--- src/rtl/array_clone_if.sv ---
// ---------------------------------------------------------------------------
// array_clone_if
// Host-side bus of the array clone engine: source write port, clone control,
// status, and the registered destination read port.
//   master : host (drives wr_*, start, mode, rd_row/rd_col)
//   slave  : engine (drives busy, done, rd_data, mismatch)
// Index widths are derived from ROWS/COLS (minimum 1 bit) and must match the
// parameters given to the engine instance that uses this bus.
// ---------------------------------------------------------------------------
interface array_clone_if #(
  parameter int DATA_W = 4,
  parameter int ROWS   = 8,
  parameter int COLS   = 6
);
  localparam int RW = (ROWS > 1) ? $clog2(ROWS) : 1;
  localparam int CW = (COLS > 1) ? $clog2(COLS) : 1;

  logic              wr_en;
  logic [RW-1:0]     wr_row;
  logic [CW-1:0]     wr_col;
  logic [DATA_W-1:0] wr_data;
  logic              start;
  logic [1:0]        mode;
  logic              busy;
  logic              done;
  logic [RW-1:0]     rd_row;
  logic [CW-1:0]     rd_col;
  logic [DATA_W-1:0] rd_data;
  logic              mismatch;

  modport master (
    output wr_en, wr_row, wr_col, wr_data, start, mode, rd_row, rd_col,
    input  busy, done, rd_data, mismatch
  );

  modport slave (
    input  wr_en, wr_row, wr_col, wr_data, start, mode, rd_row, rd_col,
    output busy, done, rd_data, mismatch
  );
endinterface

--- src/rtl/array_clone_engine.sv ---
// ---------------------------------------------------------------------------
// array_clone_engine
// Copies a ROWS x COLS source array into a destination array, one element per
// cycle in row-major order, through one of four index mappings:
//   00 copy, 01 column-reverse, 10 row-reverse, 11 transpose (square only;
//   on non-square arrays 11 behaves as 00).
// Ports:
//   clk    : single clock, rising edge
//   rst_n  : asynchronous active-low reset (aborts a clone in flight)
//   bus    : array_clone_if.slave
//            wr_en/wr_row/wr_col/wr_data : source write (IDLE and DONE only)
//            start/mode                  : begin clone (sampled in IDLE only)
//            busy/done                   : status, done is a 1-cycle pulse
//            rd_row/rd_col/rd_data       : registered destination read
//            mismatch                    : sticky verify failure flag
// Build option:
//   CLONE_VERIFY_EN : adds a VERIFY pass after COPY that re-reads every
//                     mapped destination element and compares it with the
//                     source; without it mismatch is tied to 0.
// ---------------------------------------------------------------------------
module array_clone_engine #(
  parameter int DATA_W = 4,
  parameter int ROWS   = 8,
  parameter int COLS   = 6
) (
  input  logic           clk,
  input  logic           rst_n,
  array_clone_if.slave   bus
);
  localparam int RW = (ROWS > 1) ? $clog2(ROWS) : 1;
  localparam int CW = (COLS > 1) ? $clog2(COLS) : 1;

  localparam bit             TRANSPOSE_OK = (ROWS == COLS);
  localparam logic [RW:0]    ROWS_L  = (RW+1)'(ROWS);
  localparam logic [CW:0]    COLS_L  = (CW+1)'(COLS);
  localparam logic [RW-1:0]  ROW_MAX = RW'(ROWS - 1);
  localparam logic [CW-1:0]  COL_MAX = CW'(COLS - 1);

  localparam logic [1:0] S_IDLE   = 2'd0;
  localparam logic [1:0] S_COPY   = 2'd1;
`ifdef CLONE_VERIFY_EN
  localparam logic [1:0] S_VERIFY = 2'd2;
`endif
  localparam logic [1:0] S_DONE   = 2'd3;

  localparam logic [1:0] M_COPY = 2'b00;
  localparam logic [1:0] M_CREV = 2'b01;
  localparam logic [1:0] M_RREV = 2'b10;
  localparam logic [1:0] M_TRAN = 2'b11;

  logic [DATA_W-1:0] src_q [ROWS][COLS];
  logic [DATA_W-1:0] dst_q [ROWS][COLS];

  logic [1:0]        state_q, state_d;
  logic [RW-1:0]     r_q, r_d;
  logic [CW-1:0]     c_q, c_d;
  logic [1:0]        mode_q, mode_d;
  logic [DATA_W-1:0] rd_data_q;

  logic [RW-1:0]     map_r;
  logic [CW-1:0]     map_c;
  logic              last_col, last_elem;
  logic              wr_ok, rd_ok;

  assign last_col  = (c_q == COL_MAX);
  assign last_elem = last_col && (r_q == ROW_MAX);

  // Source is writable only while no clone is walking it, so a clone always
  // sees a frozen snapshot.
  assign wr_ok = bus.wr_en && ((state_q == S_IDLE) || (state_q == S_DONE)) &&
                 ({1'b0, bus.wr_row} < ROWS_L) && ({1'b0, bus.wr_col} < COLS_L);
  assign rd_ok = ({1'b0, bus.rd_row} < ROWS_L) && ({1'b0, bus.rd_col} < COLS_L);

  // Destination coordinate for the current walk position.
  // NOTE: every always_comb output gets a default first so no path leaves it
  // unassigned; that is what keeps a latch from being inferred.
  always_comb begin
    map_r = r_q;
    map_c = c_q;
    case (mode_q)
      M_CREV: map_c = COL_MAX - c_q;
      M_RREV: map_r = ROW_MAX - r_q;
      M_TRAN: begin
        // Only reachable when ROWS == COLS, so the casts never truncate.
        map_r = RW'(c_q);
        map_c = CW'(r_q);
      end
      default: ;
    endcase
  end

`ifdef CLONE_VERIFY_EN
  logic mismatch_q, mismatch_d;
`endif

  always_comb begin
    state_d = state_q;
    r_d     = r_q;
    c_d     = c_q;
    mode_d  = mode_q;
`ifdef CLONE_VERIFY_EN
    mismatch_d = mismatch_q;
`endif
    case (state_q)
      S_IDLE: begin
        if (bus.start) begin
          state_d = S_COPY;
          r_d     = '0;
          c_d     = '0;
          // Transpose on a non-square array degrades to a plain copy.
          mode_d  = ((bus.mode == M_TRAN) && !TRANSPOSE_OK) ? M_COPY : bus.mode;
`ifdef CLONE_VERIFY_EN
          mismatch_d = 1'b0;
`endif
        end
      end
      S_COPY: begin
`ifdef CLONE_VERIFY_EN
        if (last_elem) state_d = S_VERIFY;
`else
        if (last_elem) state_d = S_DONE;
`endif
      end
`ifdef CLONE_VERIFY_EN
      S_VERIFY: begin
        if (dst_q[map_r][map_c] != src_q[r_q][c_q]) mismatch_d = 1'b1;
        if (last_elem) state_d = S_DONE;
      end
`endif
      S_DONE:  state_d = S_IDLE;
      default: state_d = S_IDLE;
    endcase

    // Row-major walk shared by COPY and VERIFY; it wraps to (0,0) after the
    // last element, which is exactly where a following VERIFY pass starts.
    if (bus.busy) begin
      if (last_col) begin
        c_d = '0;
        r_d = (r_q == ROW_MAX) ? '0 : r_q + 1'b1;
      end else begin
        c_d = c_q + 1'b1;
      end
    end
  end

  // NOTE: sequential state uses non-blocking assignments only, so every
  // register samples the pre-edge values regardless of block order.
  always_ff @(posedge clk or negedge rst_n) begin
    if (!rst_n) begin
      state_q   <= S_IDLE;
      r_q       <= '0;
      c_q       <= '0;
      mode_q    <= M_COPY;
      rd_data_q <= '0;
    end else begin
      state_q   <= state_d;
      r_q       <= r_d;
      c_q       <= c_d;
      mode_q    <= mode_d;
      rd_data_q <= rd_ok ? dst_q[bus.rd_row][bus.rd_col] : '0;
    end
  end

`ifdef CLONE_VERIFY_EN
  always_ff @(posedge clk or negedge rst_n) begin
    if (!rst_n) mismatch_q <= 1'b0;
    else        mismatch_q <= mismatch_d;
  end
  assign bus.mismatch = mismatch_q;
`else
  assign bus.mismatch = 1'b0;
`endif

  // NOTE: the arrays are storage, not control state; they carry no reset so
  // they map onto plain RAM/flop arrays without a reset network.
  always_ff @(posedge clk) begin
    if (wr_ok) src_q[bus.wr_row][bus.wr_col] <= bus.wr_data;
    if (state_q == S_COPY) dst_q[map_r][map_c] <= src_q[r_q][c_q];
  end

`ifdef CLONE_VERIFY_EN
  assign bus.busy = (state_q == S_COPY) || (state_q == S_VERIFY);
`else
  assign bus.busy = (state_q == S_COPY);
`endif
  assign bus.done    = (state_q == S_DONE);
  assign bus.rd_data = rd_data_q;

endmodule

--- src/flat_wrapper.sv ---
// flat-port wrapper written by rule: the top's interface ports become plain ports
module array_clone_engine_flat 
#(
  parameter int DATA_W = 4,
  parameter int ROWS   = 8,
  parameter int COLS   = 6
)
  (clk, rst_n, bus_wr_en, bus_wr_row, bus_wr_col, bus_wr_data, bus_start, bus_mode, bus_rd_row, bus_rd_col, bus_busy, bus_done, bus_rd_data, bus_mismatch);
  array_clone_if #(.DATA_W(DATA_W), .ROWS(ROWS), .COLS(COLS)) bus_i ();
  input  logic clk;
  input  logic rst_n;
  input wire logic [$bits(bus_i.wr_en)-1:0] bus_wr_en;
  input wire logic [$bits(bus_i.wr_row)-1:0] bus_wr_row;
  input wire logic [$bits(bus_i.wr_col)-1:0] bus_wr_col;
  input wire logic [$bits(bus_i.wr_data)-1:0] bus_wr_data;
  input wire logic [$bits(bus_i.start)-1:0] bus_start;
  input wire logic [$bits(bus_i.mode)-1:0] bus_mode;
  input wire logic [$bits(bus_i.rd_row)-1:0] bus_rd_row;
  input wire logic [$bits(bus_i.rd_col)-1:0] bus_rd_col;
  output wire logic [$bits(bus_i.busy)-1:0] bus_busy;
  output wire logic [$bits(bus_i.done)-1:0] bus_done;
  output wire logic [$bits(bus_i.rd_data)-1:0] bus_rd_data;
  output wire logic [$bits(bus_i.mismatch)-1:0] bus_mismatch;
  assign bus_i.wr_en = bus_wr_en;
  assign bus_i.wr_row = bus_wr_row;
  assign bus_i.wr_col = bus_wr_col;
  assign bus_i.wr_data = bus_wr_data;
  assign bus_i.start = bus_start;
  assign bus_i.mode = bus_mode;
  assign bus_i.rd_row = bus_rd_row;
  assign bus_i.rd_col = bus_rd_col;
  assign bus_busy = bus_i.busy;
  assign bus_done = bus_i.done;
  assign bus_rd_data = bus_i.rd_data;
  assign bus_mismatch = bus_i.mismatch;
  array_clone_engine #(.DATA_W(DATA_W), .ROWS(ROWS), .COLS(COLS)) u_core (.clk(clk), .rst_n(rst_n), .bus(bus_i));
endmodule
--- config.mk ---
export PLATFORM = sky130hd
export DESIGN_NAME = array_clone_engine_flat
export DESIGN_NICKNAME = d
export VERILOG_FILES = /design/src/rtl/array_clone_if.sv /design/src/rtl/array_clone_engine.sv /design/src/flat_wrapper.sv
export SDC_FILE = /design/constraint.sdc
export NUM_CORES = 1
export LEC_CHECK = 0
export ABC_AREA = 0
export ABC_CLOCK_PERIOD_IN_PS = 3200
export CORE_MARGIN = 3
export CORE_UTILIZATION = 55
export DETAILED_ROUTE_END_ITERATION = 10
export HOLD_SLACK_MARGIN = 0.08
export PLACE_DENSITY = 0.78
export SKIP_CTS_REPAIR_TIMING = 1
export SLEW_MARGIN = 10
export SYNTH_ARGS = -nofsm -noshare
export SYNTH_HDL_FRONTEND = slang
export SYNTH_SLANG_ARGS = --single-unit
--- constraint.sdc ---
create_clock -name clk -period 3.2 [get_ports clk]
set_input_delay 0.48 -clock clk [delete_from_list [all_inputs] [get_ports clk]]
set_output_delay 0.48 -clock clk [all_outputs]
set_load 0.03 [all_outputs]
Word level (Yosys, flattened, before mapping)
Memories as Yosys holds them, arrays and structs flattened.
Cells that the tools add are included.
{ "op_classes": {"reduce_logical": 12, "mux": 30, "bitwise_logic": 4, "n_eq_ne": 10, "magnitude_cmp": 8, "add_sub_neg": 4} }
{ "ops": {"columns": ["op", "n"], "rows": [
  ["$mux 24", 2],
  ["$mux 4", 7],
  ["$mux 3", 9],
  ["$bmux 4 s3", 2],
  ["$demux 4 s3", 2],
  ["$ge 4x4->1 const B", 4],
  ["$not 3->4", 4],
  ["$pmux 3 s2", 2],
  ["$eq 2x2->1 const B", 4],
  ["$lt 4x1->1 const B", 2],
  ["$add 3x1->3 const B", 2],
  ["$eq 3x3->1 const B", 2],
  ["$lt 3x3->1 const B", 2],
  ["$mux 2", 3],
  ["$reduce_and 2->1", 3],
  ["$sub 3x3->3 const A", 2],
  ["$logic_and 1x1->1", 5],
  ["$eq 2x1->1 const B", 2],
  ["$pmux 2 s2", 1],
  ["$reduce_bool 2->1", 2],
  ["$logic_not 2->1", 1],
  ["$mux 1", 2],
  ["$ne 2x1->1 const B", 1],
  ["$ne 2x2->1 const B", 1],
  ["$logic_or 1x1->1", 1]
]} }
{ "totals": {"word_cells": 75, "n_memories": 2, "register_bits": 14, "mem_bits_rw": 384} }
{ "mem_list": {"columns": ["memory", "words", "word_bits", "read_ports", "rd_clocked_by_memory_dff", "wr", "line_no", "source"], "rows": [
  ["u_core.dst_q", 8, 24, 1, 0, 1, "array_clone_engine.sv:52", "logic [DATA_W-1:0] dst_q [ROWS][COLS];"],
  ["u_core.src_q", 8, 24, 1, 0, 1, "array_clone_engine.sv:51", "logic [DATA_W-1:0] src_q [ROWS][COLS];"]
]} }

Longest topological paths before layout
{ "logic_depth": {"ltp_word": 8, "mapped_depth": 8, "ltp_nobuf": 7} }

Worst setup path before layout
No wires, ideal clock.
{ "synth_path": {"kind": "reg2reg", "start": "register u_core.r_q[1]", "end": "memory u_core.dst_q[0][0] (netlist name), data pin", "path_slack_ns": -0.291, "setup_time_ns": 0.500, "path_stages_with_launch": 7, "required_ns": 2.700, "arrival_time_ns": 2.992, "cell_sequence": "dfrtp_1 -> buf_2 -> buf_2 -> nor2_1 -> a221oi_1 -> a221oi_1 -> o41ai_2"} }
{ "synth_via": {"elab_chain_len": 4} }
{ "synth_rtl": {"columns": ["item", "line_no", "source"], "rows": [
  ["from (decl)", "array_clone_engine.sv:55", "logic [RW-1:0] r_q, r_d;"],
  ["from (signal assigned)", "array_clone_engine.sv:157", "r_q <= r_d;"],
  ["$mem_v2 8x24", null, null],
  ["$bmux 4 s3", "array_clone_engine.sv:178", "if (state_q == S_COPY) dst_q[map_r][map_c] <= src_q[r_q][c_q];"],
  ["$mux 4 (implied by the code) (2 in series)", "array_clone_engine.sv:178", null],
  ["to (decl)", "array_clone_engine.sv:52", null]
]} }
Every way passes these cells. The select of a mux whose other input is x is not followed.

Final worst setup path
{ "layout_path": {"start": "register u_core.r_q[0]", "end": "memory u_core.dst_q[4][0] (netlist name), data pin"} }
Same word-level chain as after synthesis.

==> flow_summary.ini <==
[routing]
drc = 0
ant_nets = 0
vias = 8414
finalWirelength_um = 32500
viasPerCell = 6.17
avgRoutedWirePerCell_um = 23.8
drt_iter0_drc = 913
drt_first_pass_iters = 6

[timing]
layout_setup_ws_ns = 0.361
hold_viol = 0
tightest_slew_ns = 0.780
skew_ns = 0.0237
rsz0062_at_grt = false
period_share_pct = 88.7
hold_slack_ns = 0.407
setup_viol = 0
final.setup.tns_ns = 0
max-slew-margin-rel_pct = 47.9
period_minus_slack_ns = 2.84
timing.fmax_ghz = 0.352
slew_violations = 0

[global_route]
gr-total-overflow = 0
grt_pass1_vias = 8494
track_usage_pct = 21.1
grt_max_degree = 49
antenna_found_initial = 0
grt_pass1_wl_um = 50600

[die]
initial_core_util_pct = 56.4
die-area_um2 = 31800
die_x_um = 178
rows = 62
die_h_um = 178
num_io_pins = 29
core_um2 = 29000

[worst_setup_path]
crit_path_start_kind = register
endpoint_kind = register
cp_max_fo = 48
worstPathCellList = buf_12 > buf_4 > mux4_1 > nor2b_1 > a211oi_1 > o41ai_4 > buf_4
critPathTopFamily = buffers and inverters
rrSetupSlack_ns = 0.36
path_buf_inv = 3
worstPathArrival_ns = 3.05
cp_slowest_cell = mux4_1
critPathMaxStageDelay_ns = 0.58
worstPathRequired_ns = 3.41
crit_type = register to register
critPathMostFrequentCell = buf_4

[synthesis]
yosys.area.top_type = edfxtp_1
synth-edff-count = 384
yosysWarnings = 0
synth_flop_cell = edfxtp_1
synth_area_leaders = edfxtp_1, mux4_2, mux2i_1
synth_top_cell_area_share_pct = 70.5
synth_most_common_cell = edfxtp_1
synthArstFlopShare_pct = 3.52
synth-seq-cells = 398
synth_nets = 921
synth_cell_types = 52
yosysSeqAreaShare_pct = 72.7
synth_area_um2 = 16400
synthCells = 892
synth_common_cells = edfxtp_1, nor2_1, mux4_2
syn_avg_cell_area_um2 = 18.3

[cells_and_area]
final_cells = 1364
fill_cells = 1959
nets = 977
utilization_pct = 63.5
area_growth_pct = 12.6
diodes = 0
design_area_um2 = 18400
seqCellArea_um2 = 11900
drive_gt1_share_pct = 19.0
multi_input_area_um2 = 4140

[job]
drv_cap = 0

[placement]
post-place-ws_ns = 0.254
gp_congestion = 0.828
place_area_um2 = 17100
hpwl_um = 20900
placedCellCount = 1289
io_buffers = 27

[power_and_ir_drop]
finalPower_mw = 14.1
leakage_nw = 5.79
ir_drop_mv = 0.559
power.density_nw_per_um2 = 769

[clock_tree]
clk_path_buf_depth = 3
clkSinkCount = 398
htreeDepth = 2
numCtsBuffers = 40
insertion_delay_ns = 0.54
clockRootBuffer = clkbuf_16
tritoncts = done
cts.clk_slew.worst_paths_ns = 0.06

[worst_hold_path]
hp-class = input pin to asynchronous set/reset pin

[status]
status = finished clean
==> where the power goes <==
part | internal (mW) | switching, mW | total [mW]
Clock | 2.57 | 1.88 | 4.46
Sequential | 6.63 | 0.136 | 6.77
Combinational | 1.06 | 1.87 | 2.92
Total | 10.3 | 3.89 | 14.1
==> cells by family (layout without fill, tap and decap cells) <==
group,Yosys count,in the layout,share of synthesized area [%]
compound gates,83,83,3.62
fa+ha+maj,7,7,0.536
buf+inv,57,145,2.23
flops,398,398,72.7
mux,150,150,15.5
other cells,1,1,0.0229
simple gates,196,196,5.46
==> cell usage in the layout (no fill, tap or decap), drive strengths merged, types with 3 or more instances in the layout <==
master         synthesis  routed
buf                   28      36
a21oi                 13      13
nand2b                12      12
nand2                 31      31
clkinv                 0      12
dfrtp                 14      14
nand3b                 5       5
o22ai                 13      13
edfxtp               384     384
ha                     7       7
a221oi                 7       7
o21ai                 13      13
mux2                  20      20
a211oi                13      13
nor2                 104     104
or3                    3       3
clkbuf                19      58
a311oi                 5       5
inv                    9       9
a22oi                  9       9
mux4                  76      76
nand3                  9       9
nor3                   6       6
mux2i                 54      54
clkdlybuf4s50          0      26
nor2b                 12      12
==> registers in the layout, summed over array words and instances (netlist names) <==
| signal | flops |
|---|---|
| u_core.src_q | 192 |
| u_core.bus.rd_data | 4 |
| u_core.state_q | 2 |
| u_core.dst_q | 192 |
| u_core.mode_q | 2 |
| u_core.c_q | 3 |
| u_core.r_q | 3 |
==> final cells by class <==
type	count	share of cell area, %
Clock buffer	58	5.97
Clock inverter	16	0.911
Inverter	9	0.183
Multi-Input combinational cell	437	22.5
Sequential cell	398	64.6
Tap cell	384	2.61
Timing Repair Buffer	62	3.29
==> metal layers <==
metal	track usage, %	wire [um]	vias to the layer above
li1	-	-	3693
met1	30.5	13500	4273
met2	33.7	15900	391
met3	3.60	2370	57
met4	5.78	752	0
met5	0	0	-
==> worst reg2reg max path, cell delays in order, from the launching register on <==
cell and delay [ns]:
dfrtp_4 0.51, buf_12 0.23, buf_4 0.24, mux4_1 0.58, nor2b_1 0.15, a211oi_1 0.40
o41ai_4 0.12, buf_4 0.28
==> worst paths after layout <==
kind | start | to | cells past startpoint
max | u_core.r_q[0] | u_core.dst_q[4][0] | 7
min | rst_n | u_core.bus.rd_data[2] | 1
max reg2reg | u_core.r_q[0] | u_core.dst_q[4][0] | 7
min reg2reg | u_core.state_q[0] | u_core.state_q[0] | 1
max in group asynchronous | rst_n | u_core.r_q[0] | 1
min in group clk | u_core.state_q[0] | u_core.state_q[0] | 1
Power figures use the tool's default switching activity.
